$ cat src/rtl/fetch_pkg.sv
// Shared definitions for the instruction-fetch unit:
// redirect select codes, default widths and the queue entry layout.
package fetch_pkg;

    localparam int FETCH_ADDR_W = 32;
    localparam int FETCH_DATA_W = 32;
    localparam int FETCH_DEPTH  = 4;

    typedef enum logic [1:0] {
        SEL_BRANCH = 2'b00,
        SEL_JUMP   = 2'b01,
        SEL_REG    = 2'b10,
        SEL_RSVD   = 2'b11
    } redir_sel_e;

    typedef struct packed {
        logic [FETCH_DATA_W-1:0] instr;
        logic [FETCH_ADDR_W-1:0] pc;
    } fetch_entry_t;

endpackage

$ cat src/rtl/fetch_fifo.sv
// Synchronous prefetch FIFO with push, pop, flush and occupancy count.
// DEPTH must be a power of two so the pointers wrap naturally.
module fetch_fifo #(
    parameter int W     = 64,
    parameter int DEPTH = 4,
    localparam int AW   = $clog2(DEPTH),
    localparam int CW   = AW + 1
) (
    input  logic          i_clk,
    input  logic          i_rst_n,
    input  logic          i_push,
    input  logic [W-1:0]  i_data,
    input  logic          i_pop,
    input  logic          i_flush,
    output logic [W-1:0]  o_data,
    output logic          o_empty,
    output logic [CW-1:0] o_count
);

    logic [W-1:0]  r_mem [DEPTH];
    logic [AW-1:0] r_rd;
    logic [AW-1:0] r_wr;
    logic [CW-1:0] r_count;

    always_ff @(posedge i_clk) begin
        if (!i_rst_n || i_flush) begin
            r_rd    <= '0;
            r_wr    <= '0;
            r_count <= '0;
        end else begin
            if (i_push) r_wr <= r_wr + AW'(1);
            if (i_pop)  r_rd <= r_rd + AW'(1);
            r_count <= r_count + CW'(i_push) - CW'(i_pop);
        end
    end

    always_ff @(posedge i_clk) begin
        if (i_push) r_mem[r_wr] <= i_data;
    end

    assign o_data  = r_mem[r_rd];
    assign o_empty = (r_count == '0);
    assign o_count = r_count;

endmodule

$ cat src/rtl/fetch_queue_unit.sv
// Instruction fetch with prefetch queue, credit-limited issue and PC redirect.
// Define FETCH_STALL_CNT_EN to add stall_cnt / drop_cnt statistics ports.
module fetch_queue_unit
    import fetch_pkg::*;
#(
    parameter int ADDR_W = FETCH_ADDR_W,
    parameter int DATA_W = FETCH_DATA_W,
    parameter int DEPTH  = FETCH_DEPTH,
    parameter logic [ADDR_W-1:0] RESET_PC = '0
) (
    input  logic              clk,
    input  logic              reset,
    output logic              im_req,
    output logic [ADDR_W-1:0] im_addr,
    input  logic              im_ack,
    input  logic [DATA_W-1:0] im_rdata,
    output logic              ir_valid,
    input  logic              ir_ready,
    output logic [DATA_W-1:0] ir_out,
    output logic [ADDR_W-1:0] ir_pc,
    output logic [ADDR_W-1:0] se_16,
`ifdef FETCH_STALL_CNT_EN
    output logic [31:0]       stall_cnt,
    output logic [31:0]       drop_cnt,
`endif
    input  logic              redir_valid,
    input  logic [1:0]        redir_sel,
    input  logic [ADDR_W-1:0] redir_addr
);

    localparam int CW = $clog2(DEPTH) + 1;
    localparam int EW = DATA_W + ADDR_W;

    logic [ADDR_W-1:0] r_pc;
    logic [ADDR_W-1:0] r_ack_pc;
    logic [CW-1:0]     r_inflight;
    logic [CW-1:0]     r_drop;

    logic [CW-1:0]     w_count;
    logic              w_empty;
    logic [EW-1:0]     w_head;
    logic              w_valid;
    logic              w_taken;
    logic              w_issue;
    logic              w_push;
    logic              w_pop;
    logic              w_ack_drop;
    logic [CW:0]       w_credit;
    logic [ADDR_W-1:0] w_pc4;
    logic [ADDR_W-1:0] w_target;

    fetch_fifo #(
        .W     (EW),
        .DEPTH (DEPTH)
    ) u_fifo (
        .i_clk   (clk),
        .i_rst_n (reset),
        .i_push  (w_push),
        .i_data  ({im_rdata, r_ack_pc}),
        .i_pop   (w_pop),
        .i_flush (w_taken),
        .o_data  (w_head),
        .o_empty (w_empty),
        .o_count (w_count)
    );

    assign w_valid  = reset & ~w_empty;
    assign ir_valid = w_valid;
    assign ir_out   = w_valid ? w_head[EW-1:ADDR_W] : '0;
    assign ir_pc    = w_valid ? w_head[ADDR_W-1:0] : '0;
    assign se_16    = {{(ADDR_W-16){ir_out[15]}}, ir_out[15:0]};
    assign w_pc4    = ir_pc + ADDR_W'(4);

    always_comb begin
        w_target = redir_addr;
        unique case (1'b1)
            (redir_sel == SEL_BRANCH):
                w_target = w_pc4 + {se_16[ADDR_W-3:0], 2'b00};
            (redir_sel == SEL_JUMP):
                w_target = {w_pc4[ADDR_W-1:28], ir_out[25:0], 2'b00};
            default: w_target = redir_addr;
        endcase
    end

    // Branch/jump targets come from the head, so they need a valid head
    assign w_taken = redir_valid & ((redir_sel == SEL_REG) |
                     (((redir_sel == SEL_BRANCH) | (redir_sel == SEL_JUMP)) & w_valid));

    assign w_credit   = {1'b0, w_count} + {1'b0, r_inflight};
    assign w_issue    = reset & ~w_taken & (w_credit < (CW+1)'(DEPTH));
    assign w_ack_drop = im_ack & (w_taken | (r_drop != '0));
    assign w_push     = im_ack & ~w_ack_drop;
    assign w_pop      = w_valid & ir_ready & ~w_taken;

    assign im_req  = w_issue;
    assign im_addr = r_pc;

    // r_ack_pc tracks the address of the oldest non-stale outstanding read
    always_ff @(posedge clk) begin
        if (!reset) begin
            r_pc       <= RESET_PC;
            r_ack_pc   <= RESET_PC;
            r_inflight <= '0;
            r_drop     <= '0;
        end else begin
            r_inflight <= r_inflight + CW'(w_issue) - CW'(im_ack);
            if (w_taken) begin
                r_pc     <= w_target;
                r_ack_pc <= w_target;
                r_drop   <= r_inflight - CW'(im_ack);
            end else begin
                if (w_issue) r_pc <= r_pc + ADDR_W'(4);
                if (w_push) r_ack_pc <= r_ack_pc + ADDR_W'(4);
                if (im_ack && (r_drop != '0)) r_drop <= r_drop - CW'(1);
            end
        end
    end

`ifdef FETCH_STALL_CNT_EN
    logic [31:0] r_stall_cnt;
    logic [31:0] r_drop_cnt;

    always_ff @(posedge clk) begin
        if (!reset) begin
            r_stall_cnt <= '0;
            r_drop_cnt  <= '0;
        end else begin
            if (ir_ready && !w_valid && (r_stall_cnt != '1))
                r_stall_cnt <= r_stall_cnt + 32'd1;
            if (w_ack_drop && (r_drop_cnt != '1))
                r_drop_cnt <= r_drop_cnt + 32'd1;
        end
    end

    assign stall_cnt = r_stall_cnt;
    assign drop_cnt  = r_drop_cnt;
`endif

endmodule

$ cat config.mk
export PLATFORM = sky130hd
export DESIGN_NAME = fetch_queue_unit
export DESIGN_NICKNAME = d
export VERILOG_FILES = /design/src/rtl/fetch_pkg.sv /design/src/rtl/fetch_fifo.sv /design/src/rtl/fetch_queue_unit.sv
export SDC_FILE = /design/constraint.sdc
export NUM_CORES = 1
export LEC_CHECK = 0
export ABC_AREA = 1
export CORE_MARGIN = 3
export CORE_UTILIZATION = 27
export DETAILED_ROUTE_END_ITERATION = 16
export GPL_TIMING_DRIVEN = 0
export HOLD_SLACK_MARGIN = 0.12
export SYNTH_ARGS = -nofsm -noshare
export SYNTH_HDL_FRONTEND = slang
export SYNTH_HIERARCHICAL = 1
export SYNTH_SLANG_ARGS = --single-unit
$ cat constraint.sdc
create_clock -name clk -period 10.9 [get_ports clk]
set_input_delay 1.635 -clock clk [delete_from_list [all_inputs] [get_ports clk]]
set_output_delay 1.635 -clock clk [all_outputs]
set_load 0.02 [all_outputs]
# After elaboration in Yosys (flattened, before gate mapping)
# Memory sizes are Yosys's and may differ from the RTL's. A register that Yosys moved wholly into a read port is not among the register bits.
# Cells that the tools add are included.
[totals] reg_bits=77 romBits=0 n_memories=1 latchBits=0 inputBits=71 ram_bits=256
[mem_list] memory="u_fifo.r_mem" depth=4 word_bits=64 read_ports=1 rd_ports_with_merged_regs=1 wr=1 line="fetch_fifo.sv:20" rtl="logic [W-1:0] r_mem [DEPTH];"
[classes] multipliers=0 n_lt_le_gt_ge=1 shift=0 reduce_logical=9 mux=13 eq_ne=2 addsub=13 n_div=0 bitwise=15
[op_table] op="$mux 32" count=6
[op_table] op="$add 32x3->32 const B" count=3
[op_table] op="$pmux 32 s2" count=1
[op_table] op="$add 32x32->32" count=1
[op_table] op="$and 1x1->1" count=9
[op_table] op="$sub 3x1->3" count=3
[op_table] op="$add 3x1->3" count=2
[op_table] op="$mux 3" count=2
[op_table] op="$reduce_bool 2->1" count=3
[op_table] op="$add 2x1->2 const B" count=2
[op_table] op="$add 3x3->4" count=1
[op_table] op="$lt 4x3->1 const B" count=1
[op_table] op="$mux 2" count=2
[op_table] op="$logic_not 3->1" count=1
[op_table] op="$not 1->1" count=3
[op_table] op="$or 1x1->1" count=3
[op_table] op="$reduce_bool 3->1" count=1
[op_table] op="$sub 3x1->3 const B" count=1
[op_table] op="$eq 2x1->1 const B" count=1
[op_table] op="$eq 2x2->1 const B" count=1
[op_table] op="$logic_not 2->1" count=1
[op_table] op="$mux 1" count=2
[op_table] op="$logic_and 1x1->1" count=1
[op_table] op="$logic_not 1->1" count=1
[op_table] op="$logic_or 1x1->1" count=1

# Longest topological paths before layout
# Gate-level depths: netlist of run 1.
[logic_depth] word_depth=12 depth_mapped=30 depth_no_buf=29

# Cells and area by module
# The synthesis of run 1 kept the hierarchy.
[modules_own_cells] mod="fetch_fifo" seq_area_each_um2=7867.5 area_each_um2=10436.3 cells_per_inst=803 instances=1
[modules_own_cells] mod="fetch_queue_unit" seq_area_each_um2=1361.3 area_each_um2=8120.3 cells_per_inst=1387 instances=1

# Worst setup path after synthesis of run 1
# No wires, ideal clock.
[synth_timing] path_kind="input port to flip-flop" from="input reset" to="register r_pc[31] (netlist: im_addr[31])" path_stages=24 slack_ns=5.865 t_arrival_ns=4.915 cell_sequence="nand2_1 -> buf_2 -> clkbuf_1 -> buf_1 -> nor2_1 -> ha_1 -> nand4_1 -> nor4_2 -> nand2_1 -> nor2_1 -> xnor2_1 -> inv_1 -> ha_1 -> a21oi_1 -> o21a_1 -> nand2_1 -> nand2_1 -> nand2_1 -> a21oi_1 -> nand3_1 -> nand3_1 -> nand2_1 -> nand2_1 -> a21oi_1"
[synth_lines] element="start, declared" line="fetch_queue_unit.sv:12" rtl="input logic reset,"
[synth_lines] element="$and 1x1->1 (*)" line="fetch_queue_unit.sv:67" rtl="assign w_valid = reset & ~w_empty;"
[synth_lines] element="$mux 32 (*)" line="fetch_queue_unit.sv:70" rtl="assign ir_pc = w_valid ? w_head[ADDR_W-1:0] : '0;"
[synth_lines] element="net ir_pc[3]" line="fetch_queue_unit.sv:20" rtl="output logic [ADDR_W-1:0] ir_pc,"
[synth_lines] element="$add 32x3->32 (*)" line="fetch_queue_unit.sv:72" rtl="assign w_pc4 = ir_pc + ADDR_W'(4);"
[synth_lines] element="$add 32x32->32" line="fetch_queue_unit.sv:78" rtl="w_target = w_pc4 + {se_16[ADDR_W-3:0], 2'b00};"
[synth_lines] element="$pmux 32 s2 (*)" line="fetch_queue_unit.sv:76" rtl="unique case (1'b1)"
[synth_lines] element="$mux 32 (*)" line="fetch_queue_unit.sv:107" rtl="if (w_taken) begin"
[synth_lines] element="end signal, assigned" line="fetch_queue_unit.sv:108" rtl="r_pc <= w_target;"
[synth_lines] element="end signal, assigned" line="fetch_queue_unit.sv:112" rtl="if (w_issue) r_pc <= r_pc + ADDR_W'(4);"
[synth_lines] element="end, declared" line="fetch_queue_unit.sv:34" rtl="logic [ADDR_W-1:0] r_pc;"
# The timed path passes the listed nets; every way through them passes the cells marked *.
# A chain may end at the register's enable or synchronous reset.

# Worst setup path in the final report of run 1
[layout_timing] from="input reset" to="register r_pc[22] (netlist: im_addr[22])"
[layout_between] elab_chain_cells=8
[layout_rtl] element="branches (longest 8 deep; another with $add 32x3->32)"
# Parallel ways; which one is timed is not known.

==> flow_metrics.tcl, run 1 <==
set metrics [dict create \
    status "finished, final reports clean" \
    cellPowerDensity_mw_per_mm2 210 \
    synthMuxAreaShare_pct 0 \
    hold_class "flip-flop to flip-flop" \
    cts.sinks 333 \
    grt_max_degree 58 \
    clkTransAtPathRegs_ps 60 \
    postCtsHoldBufs 0 \
    yosys.cell_types.count 47 \
    final_common_cell "nand2_1" \
    critPathKind "input port to flip-flop" \
    synthesis.nets 2314 \
    fin_tns_setup_ps 0 \
    yosys.area_share.simple_pct 18.7 \
    crit_path_end_kind "flip-flop" \
    grt_pass1_wl_um 99200 \
    synth_top_family_by_area "simple AND/OR/NAND/NOR gates" \
    tritoncts "built" \
    worstHoldPathCells 1 \
    wl_um 68300 \
    grt_setup_unrepaired "false" \
    synth-seq-cells 333 \
    dp_slack_ps 3380 \
    gp_congestion 0.960 \
    setup.worst_path.start_class "input port" \
    worstPathRequired_ps 11350 \
    dpl.hpwl_um 52600 \
    synthAdderAreaFrac_pct 3.69 \
    ant_nets 0 \
    holdWs_ps 479 \
    vias 16300 \
    cts_resized 0 \
    synth_warnings 6 \
    avgSynthCellArea_um2 8.47 \
    leakage_nw 9.04 \
    drc 0 \
    max_cap_violations 0 \
    synth-compound-area-share_pct 14.7 \
    slew_headroom_pct 22.6 \
    drtIter0Drc 1845 \
    ir_drop_mv 0.0984 \
    nets 2554 \
    cts_max_path_buffers 3 \
    synthFlopType "edfxtp_1" \
    wl_per_cell_um 20.5 \
    rrSetupSlack_ps 4510 \
    core_mm2 0.0676 \
    antenna_found_initial 3 \
    num_rows 95 \
    fp.dieArea_mm2 0.0719 \
    portBuffers 199 \
    synth_edf_count 256 \
    clockRootBuffer "clkbuf_16" \
    crit_fanout 10 \
    ioPinCount 201 \
    chipWidth_um 268 \
    synthXorXnorAreaFrac_pct 3.16 \
    grt_pass1_vias 15400 \
    worst_slack_ps 3770 \
    initial_core_util_pct 27.4 \
    async_flop_share_pct 0 \
    hold_viol_final 0 \
    utilization_pct 33.9 \
    globalRouteOverflowTotal 0 \
    layout_common_cells "nand2_1 (439), inv_1 (305), edfxtp_1 (256)" \
    synthesis.instances 2190 \
    drive_gt1_share_pct 7.49 \
    crit_arrival_ps 7580 \
    drtPass1Iterations 5 \
    worstSkewPairLatency_ps 540 \
    grtUsageTotal_pct 18.5 \
    tightest_slew_ps 1160 \
    cts_setup_buffers 0 \
    fin_crit_ps 7130 \
    cts_buffers 35 \
    reg2regPathDepth 22 \
    finalSetupViolCount 0 \
    finClkSkew_ps 20.5 \
    die-height_um 268 \
    drv_slew 0 \
    vias_per_cell 4.90 \
    syn_area_mm2 0.0186 \
    area_delta_synth_final_pct 23.5 \
    cts.htree.levels 2 \
    final.period_utilization_pct 65.4 \
    yosysSeqAreaShare_pct 49.7 \
    fmax_mhz 140 \
]
-- critical path: stages --
cell and delay, ps:
clkdlybuf4s50_1 680, nand2_1 130, buf_2 250, clkbuf_1 320, buf_1 450, nor2_1 560, ha_1 400, nand4_1 200
nor4_2 320, nand2_1 150, xor2_1 170, ha_1 360, nand2_1 160, inv_1 80, nand3_1 140, nor3_1 370
nand2_1 100, nand2_1 90, nor2_1 40, o21ai_0 500, nand2_1 260, a21oi_1 190
-- cell usage after synthesis, types with 3 or more instances --
cell type	number	area, um2
a31oi_1	9	56.3
inv_2	7	26.3
nor2_2	13	81.3
clkbuf_1	30	113
nor2_1	174	653
and3_1	4	25.0
dfxtp_1	77	1540
xnor2_1	29	254
o21ai_1	16	80.1
nand2_1	439	1650
ha_1	50	626
fa_1	3	60.1
buf_1	7	26.3
nor3_2	6	60.1
nand3b_1	3	22.5
edfxtp_1	256	7690
a21oi_1	175	876
nor4_1	6	37.5
nor2_4	6	67.6
xor2_1	38	333
buf_2	38	190
inv_1	309	1160
a221oi_1	3	26.3
nor3_1	28	140
nand3_1	82	410
o211ai_1	71	533
o21ai_0	187	936
o21bai_1	6	45.0
a22oi_1	10	75.1
buf_4	43	323
nand4_1	40	250
nor3b_1	3	22.5
o21a_1	4	30.0
-- where the power goes --
| group | total [W] | internal (W) | switching, W |
|---|---|---|---|
| Clock | 0.00120 | 0.000697 | 0.000504 |
| Combinational | 0.00182 | 0.000627 | 0.00119 |
| Sequential | 0.00178 | 0.00159 | 0.000192 |
-- layer usage --
metal / wire [um] / GRT usage [%]
met5: 7 / 0
met2: 30100 / 29.1
met4: 2480 / 6.54
met1: 29000 / 24.8
met3: 6610 / 4.65
-- registers in the layout (all words and copies together) (netlist names), named ones only --
name / cells
u_fifo/r_mem: 256
im_addr: 31
r_ack_pc: 31
r_drop: 3
r_inflight: 3
u_fifo/o_count: 3
u_fifo/r_rd: 2
u_fifo/r_wr: 2
-- worst paths after layout --
path	startpoint	end
setup / recovery	reset	im_addr[22]$_SDFFE_PN0P_
hold / removal	u_fifo/r_rd[0]$_SDFFE_PP0P_	u_fifo/r_rd[0]$_SDFFE_PP0P_
setup reg to reg	u_fifo/o_count[1]$_SDFF_PP0_	im_addr[22]$_SDFFE_PN0P_
hold reg to reg	u_fifo/r_rd[0]$_SDFFE_PP0P_	u_fifo/r_rd[0]$_SDFFE_PP0P_
-- metrics by stage --
step	power, W	cells	cell area, um2
floorplan	0.00277	2190	18600
global placement	0.00359	3262	21600
detailed placement	0.00361	3266	21800
CTS	0.00481	3329	22900
global route	0.00504	3329	22900
finish	0.00480	3331	22900
-- final cells by class --
class | instances | area (um2)
Clock inverter | 18 | 190
Multi-Input combinational cell | 1420 | 7470
Buffer | 120 | 668
Sequential cell | 333 | 9230
Inverter | 317 | 1200
Antenna cell | 2 | 5.00
Clock buffer | 45 | 955
Timing Repair Buffer | 203 | 2100
Fill cell | 6998 | 44700
Tap cell | 873 | 1090
-- logic make-up after synthesis --
| kind of cell | count (synthesis) |
|---|---|
| compound gates | 490 |
| xor+xnor | 67 |
| fa+ha+maj | 53 |
| buf+inv | 437 |
| flops | 333 |
| simple gates | 810 |
No activity file was read; power rests on OpenSTA's default activity.
==> run 2: changes to the inputs <==
==> constraint.sdc (replaced) <==
create_clock -name clk -period 5.8 [get_ports clk]
set_input_delay 0.87 -clock clk [delete_from_list [all_inputs] [get_ports clk]]
set_output_delay 0.87 -clock clk [all_outputs]
set_load 0.02 [all_outputs]
==> run 2 against run 1 <==
Sequential cell count unchanged. Via count about the same. Cell count about the same. Routed wire length down 0.15%. Clock power is 88% higher. Register-to-register slack got worse by 4200 ps. Final area stayed put. Core utilization stayed put. Global-route usage is essentially flat. Sequential share of layout area stayed put. Sequential power is 88% higher. Critical endpoint is now im_addr[20]$_SDFFE_PN0P_.
==> flow_metrics.tcl, run 2 (same netlist as run 1, synthesis figures left out) <==
set metrics [dict create \
    multi_input_area_mm2 0.00748 \
    final.period_utilization_pct 94.3 \
    largest_reg_flops 256 \
    crit_arrival_ps 5920 \
    critPathKind "flip-flop to flip-flop" \
    stdcell_count 3329 \
    cts_setup_buffers 0 \
    vias_per_cell 4.90 \
    tritoncts "built" \
    holdWs_ps 480 \
    setup.worst_path.start_class "flip-flop" \
    finalSetupViolCount 0 \
    seqCellArea_mm2 0.00923 \
    drv_slew 0 \
    cts.sinks 333 \
    final_common_cell "nand2_1" \
    worstPathRequired_ps 6250 \
    die-height_um 268 \
    grt_util_met3_pct 4.65 \
    area_delta_synth_final_pct 23.5 \
    hold_viol_final 0 \
    layout_common_cells "nand2_1 (439), inv_1 (305), edfxtp_1 (256)" \
    clockRootBuffer "clkbuf_16" \
    vias 16300 \
    drtIter0Drc 1894 \
    worstSkewPairLatency_ps 540 \
    fp.dieArea_mm2 0.0719 \
    top_usage_layer "met2" \
    grtUsageMet1_pct 24.8 \
    grt_max_degree 58 \
    fin_tns_setup_ps 0 \
    initial_core_util_pct 27.4 \
    ir_drop_mv 0.185 \
    grt_pass1_vias 15400 \
    cts_buffers 35 \
    antenna_found_initial 3 \
    ioPinCount 201 \
    slew_headroom_pct 23.4 \
    fin_crit_ps 5470 \
    n_fill_cell 6999 \
    cts.htree.levels 2 \
    nets 2552 \
    grtUsageTotal_pct 18.5 \
    leakage_nw 9.04 \
    status "finished, final reports clean" \
    portBuffers 199 \
    drtPass1Iterations 7 \
    wl_per_cell_um 20.5 \
    cellPowerDensity_mw_per_mm2 393 \
    wl_um 68200 \
    clkTransAtPathRegs_ps 60 \
    crit_path_end_kind "flip-flop" \
    grt_setup_unrepaired "false" \
    dpl.hpwl_um 52600 \
    top_register "u_fifo/r_mem" \
    drive_gt1_share_pct 7.54 \
    fmax_mhz 183 \
    ant_nets 0 \
    num_rows 95 \
    gp_congestion 0.960 \
    chipWidth_um 268 \
    drc 0 \
    max_cap_violations 0 \
    cts_max_path_buffers 3 \
    crit_fanout 28 \
    core_mm2 0.0676 \
    tightest_slew_ps 1150 \
    globalRouteOverflowTotal 0 \
    finClkSkew_ps 18.6 \
    grt_use_met2_pct 29.1 \
    hold_class "flip-flop to flip-flop" \
    grt_pass1_wl_um 99200 \
    dpl.cell_count 3266 \
]
==> run 2: cell count changes in the layout (fill, tap and decap cells not counted), sizes merged <==
cell    previous run  this run
buf               93        92
clkbuf            76        75
==> run 2: layer usage <==
layer	wire length (um)	share of wire (%)
met5	7	0.010
met4	2520	3.7
met3	6350	9.3
met2	30100	44
met1	29200	43
==> run 2: worst paths after layout <==
| kind | start | to | slack [ps] | cells past startpoint |
|---|---|---|---|---|
| max | u_fifo/o_count[1]$_SDFF_PP0_ | im_addr[20]$_SDFFE_PN0P_ | 330 | 20 |
| min | u_fifo/r_rd[0]$_SDFFE_PP0P_ | u_fifo/r_rd[0]$_SDFFE_PP0P_ | 480 | 1 |
| max reg2reg | u_fifo/o_count[1]$_SDFF_PP0_ | im_addr[20]$_SDFFE_PN0P_ | 330 | 20 |
| min reg2reg | u_fifo/r_rd[0]$_SDFFE_PP0P_ | u_fifo/r_rd[0]$_SDFFE_PP0P_ | 480 | 1 |
==> run 2: critical path, cell delays in order, from the launching register on <==
cell      delay (ps)
dfxtp_1          340
nor3_1           590
inv_2            150
nand2_1          130
buf_2            650
buf_1            680
nor2_1           270
xnor2_1          240
inv_1             90
ha_1             340
nand2_1          120
inv_1             40
a21boi_0         280
nand2_1          200
nand3_1          110
nand2_1           80
nand2_1           70
nand2_1           50
o21ai_0          510
nand2_1          260
a21oi_1          180
==> run 2: area by class of cell <==
| class | count | area share [%] |
|---|---|---|
| inverter | 317 | 5.24 |
| clock buffer | 45 | 4.17 |
| timing repair buffer | 203 | 9.17 |
| buffer | 118 | 2.88 |
| antenna | 2 | 0.0218 |
| tap | 873 | 4.77 |
| sequential | 333 | 40.3 |
| clock inverter | 18 | 0.830 |
| multi-input combinational | 1420 | 32.6 |
==> run 2: report_power, final <==
| group | total, W | leakage (nW) | switching [W] | internal [W] |
|---|---|---|---|---|
| clock network | 0.00226 | 0.569 | 0.000950 | 0.00131 |
| registers | 0.00335 | 2.98 | 0.000358 | 0.00299 |
| logic | 0.00340 | 5.49 | 0.00223 | 0.00118 |
==> run 2: what timing repair did <==
action | 4_1_cts | 5_1_grt
endpoints found under the setup margin | 33 | 8
cloned | 0 | 0
gates resized for setup | 5 | 1
hold buffers | 0 | 0
==> run 2: through the flow <==
step	total power, W	worst slack (ps)	util (%)	instance area, um2
after floorplan	0.00520	1530	-	18600
after global placement	0.00675	-941	32.0	21600
after detailed placement	0.00678	-956	32.2	21800
after CTS	0.00905	196	33.9	22900
after global routing	0.00947	12.1	33.9	22900
final	0.00901	333	33.9	22900
==> run 3: changes to the inputs <==
--- a/config.mk
+++ b/config.mk
@@ -6,7 +6,7 @@
 export NUM_CORES = 1
 export LEC_CHECK = 0
 export ABC_AREA = 1
-export CORE_MARGIN = 3
+export CORE_MARGIN = 2
 export CORE_UTILIZATION = 27
 export DETAILED_ROUTE_END_ITERATION = 16
 export GPL_TIMING_DRIVEN = 0
==> run 3 against run 2 <==
First-iteration DRC count is 11% lower. Fmax shrank 2.4%. Clock power fell by 4%. Highest routed layer unchanged.
==> flow_metrics.tcl, run 3 (same netlist as run 1, synthesis figures left out) <==
set metrics [dict create \
    cts.htree.levels 2 \
    layout_common_cells "nand2_1 (439), inv_1 (305), edfxtp_1 (256)" \
    cpMostUsedCell "nand2_1" \
    initial_core_util_pct 27.2 \
    gp_congestion 0.979 \
    cts_setup_buffers 0 \
    leakage_nw 9.03 \
    hold_class "flip-flop to flip-flop" \
    portBuffers 199 \
    drtPass1Iterations 5 \
    top_register "u_fifo/r_mem" \
    cts_buffers 36 \
    globalRouteOverflowTotal 0 \
    ant_nets 0 \
    worstPathRequired_ps 6270 \
    drtIter0Drc 1688 \
    worstHoldPathCells 2 \
    crit_chain "nor3_2, inv_2, nand2_1, buf_2, clkbuf_1, buf_2, nor2_4, ha_1, nand2_1, nor2_1, xnor2_1, inv_1, ha_1, nand2_1, inv_1, a21boi_0, o21bai_1, a21o_1, nand2_1, nand2_1, o21ai_0, nand2_1, a21oi_1" \
    final_cell_area_mm2 0.0229 \
    grt_pass1_wl_um 98900 \
    chipWidth_um 266 \
    setup.worst_path.start_class "flip-flop" \
    grtUsageTotal_pct 18.7 \
    power_w 0.00896 \
    core_mm2 0.0683 \
    crit_fanout 10 \
    reg2regPathDepth 23 \
    utilization_pct 33.5 \
    crit_path_end_kind "flip-flop" \
    num_rows 96 \
    grt_setup_unrepaired "false" \
    cellPowerDensity_mw_per_mm2 391 \
    fin_tns_setup_ps 0 \
    wl_per_cell_um 20.3 \
    dpl.hpwl_um 52200 \
    die-height_um 266 \
    crit_arrival_ps 6070 \
    clockRootBuffer "clkbuf_16" \
    drc 0 \
    cts_max_path_buffers 3 \
    ir_drop_mv 0.208 \
    nets 2555 \
    grt_max_degree 58 \
    crit_path_top_delay_cell "o21ai_0" \
    placed_area_mm2 0.0218 \
    vias 16400 \
    holdWs_ps 474 \
    finalSetupViolCount 0 \
    grt_pass1_vias 15200 \
    worstSkewPairLatency_ps 560 \
    drive_gt1_share_pct 7.20 \
    fmax_mhz 179 \
    max_cap_violations 0 \
    critPathMaxStageDelay_ps 490 \
    hold_viol_final 0 \
    fp.dieArea_mm2 0.0708 \
    clkTransAtPathRegs_ps 60 \
    status "finished, final reports clean" \
    slew_headroom_pct 19.4 \
    tritoncts "built" \
    final.period_utilization_pct 96.6 \
    ioPinCount 201 \
    area_delta_synth_final_pct 23.5 \
    fin_crit_ps 5600 \
    vias_per_cell 4.91 \
    cts.sinks 333 \
    postCtsHoldBufs 0 \
    hold_start "u_fifo/r_rd[1]$_SDFFE_PP0P_" \
    finClkSkew_ps 34.6 \
    antenna_found_initial 3 \
    r2r-start "u_fifo/o_count[1]$_SDFF_PP0_" \
    regToRegEndpoint "im_addr[16]$_SDFFE_PN0P_" \
    final_common_cell "nand2_1" \
    tightest_slew_ps 1210 \
    wl_um 68000 \
    critPathKind "flip-flop to flip-flop" \
    rrSetupSlack_ps 200 \
    n_fill_cell 7095 \
    hold_end "u_fifo/r_rd[1]$_SDFFE_PP0P_" \
    cts_resized 7 \
    drv_slew 0 \
    largest_reg_flops 256 \
]
==> run 3: report_power, final <==
group | internal (W) | total (W) | switching (W)
logic | 0.00118 | 0.00343 | 0.00225
clock network | 0.00122 | 0.00218 | 0.000952
registers | 0.00299 | 0.00335 | 0.000360
==> run 3: area by class of cell <==
class | instances | area (um2) | share of cell area [%]
Sequential cell | 333 | 9230 | 40.3
Buffer | 120 | 669 | 2.92
Tap cell | 882 | 1100 | 4.82
Clock inverter | 21 | 155 | 0.677
Antenna cell | 1 | 2.50 | 0.0109
Inverter | 317 | 1200 | 5.24
Multi-Input combinational cell | 1420 | 7490 | 32.7
Clock buffer | 45 | 956 | 4.17
Timing Repair Buffer | 203 | 2100 | 9.19
==> run 3: worst max-delay path: cells and delay by family, from the launching register on <==
family / cells / cell delay, ps
buffers and inverters: 6 / 1510
flip-flops: 1 / 340
XOR/XNOR: 1 / 200
AO/OA/AOI/OAI: 5 / 1300
adder cells (fa/ha/maj): 2 / 670
AND/OR/NAND/NOR: 9 / 1490
==> run 3: how the worst max path moves through the flow <==
| stage | from | to | slack (ps) | cells after the start |
|---|---|---|---|---|
| floorplan | reset | im_addr[31]$_SDFFE_PN0P_ | 1530 | 24 |
| global placement | reset | im_addr[20]$_SDFFE_PN0P_ | -980 | 23 |
| detailed placement | reset | r_ack_pc[20]$_SDFFE_PN0P_ | -950 | 22 |
| CTS | reset | im_addr[31]$_SDFFE_PN0P_ | 5 | 26 |
| global route | u_fifo/o_count[1]$_SDFF_PP0_ | im_addr[31]$_SDFFE_PN0P_ | 50 | 26 |
| finish | u_fifo/o_count[1]$_SDFF_PP0_ | im_addr[16]$_SDFFE_PN0P_ | 200 | 23 |
==> run 3: metrics by stage <==
stage,setup WS (ps),std cells
global placement,-985,3271
CTS,5.06,3341
global route,51.4,3341
floorplan,1530,2190
detailed placement,-948,3275
finish,200,3342
==> run 3: routing by layer <==
metal	GRT usage [%]	share of wire [%]	up-vias
met2	29.9	45	661
met5	0	0.034	-
met4	5.69	2.8	4
met3	3.08	7.9	106
li1	-	-	7823
met1	25.9	44	7808
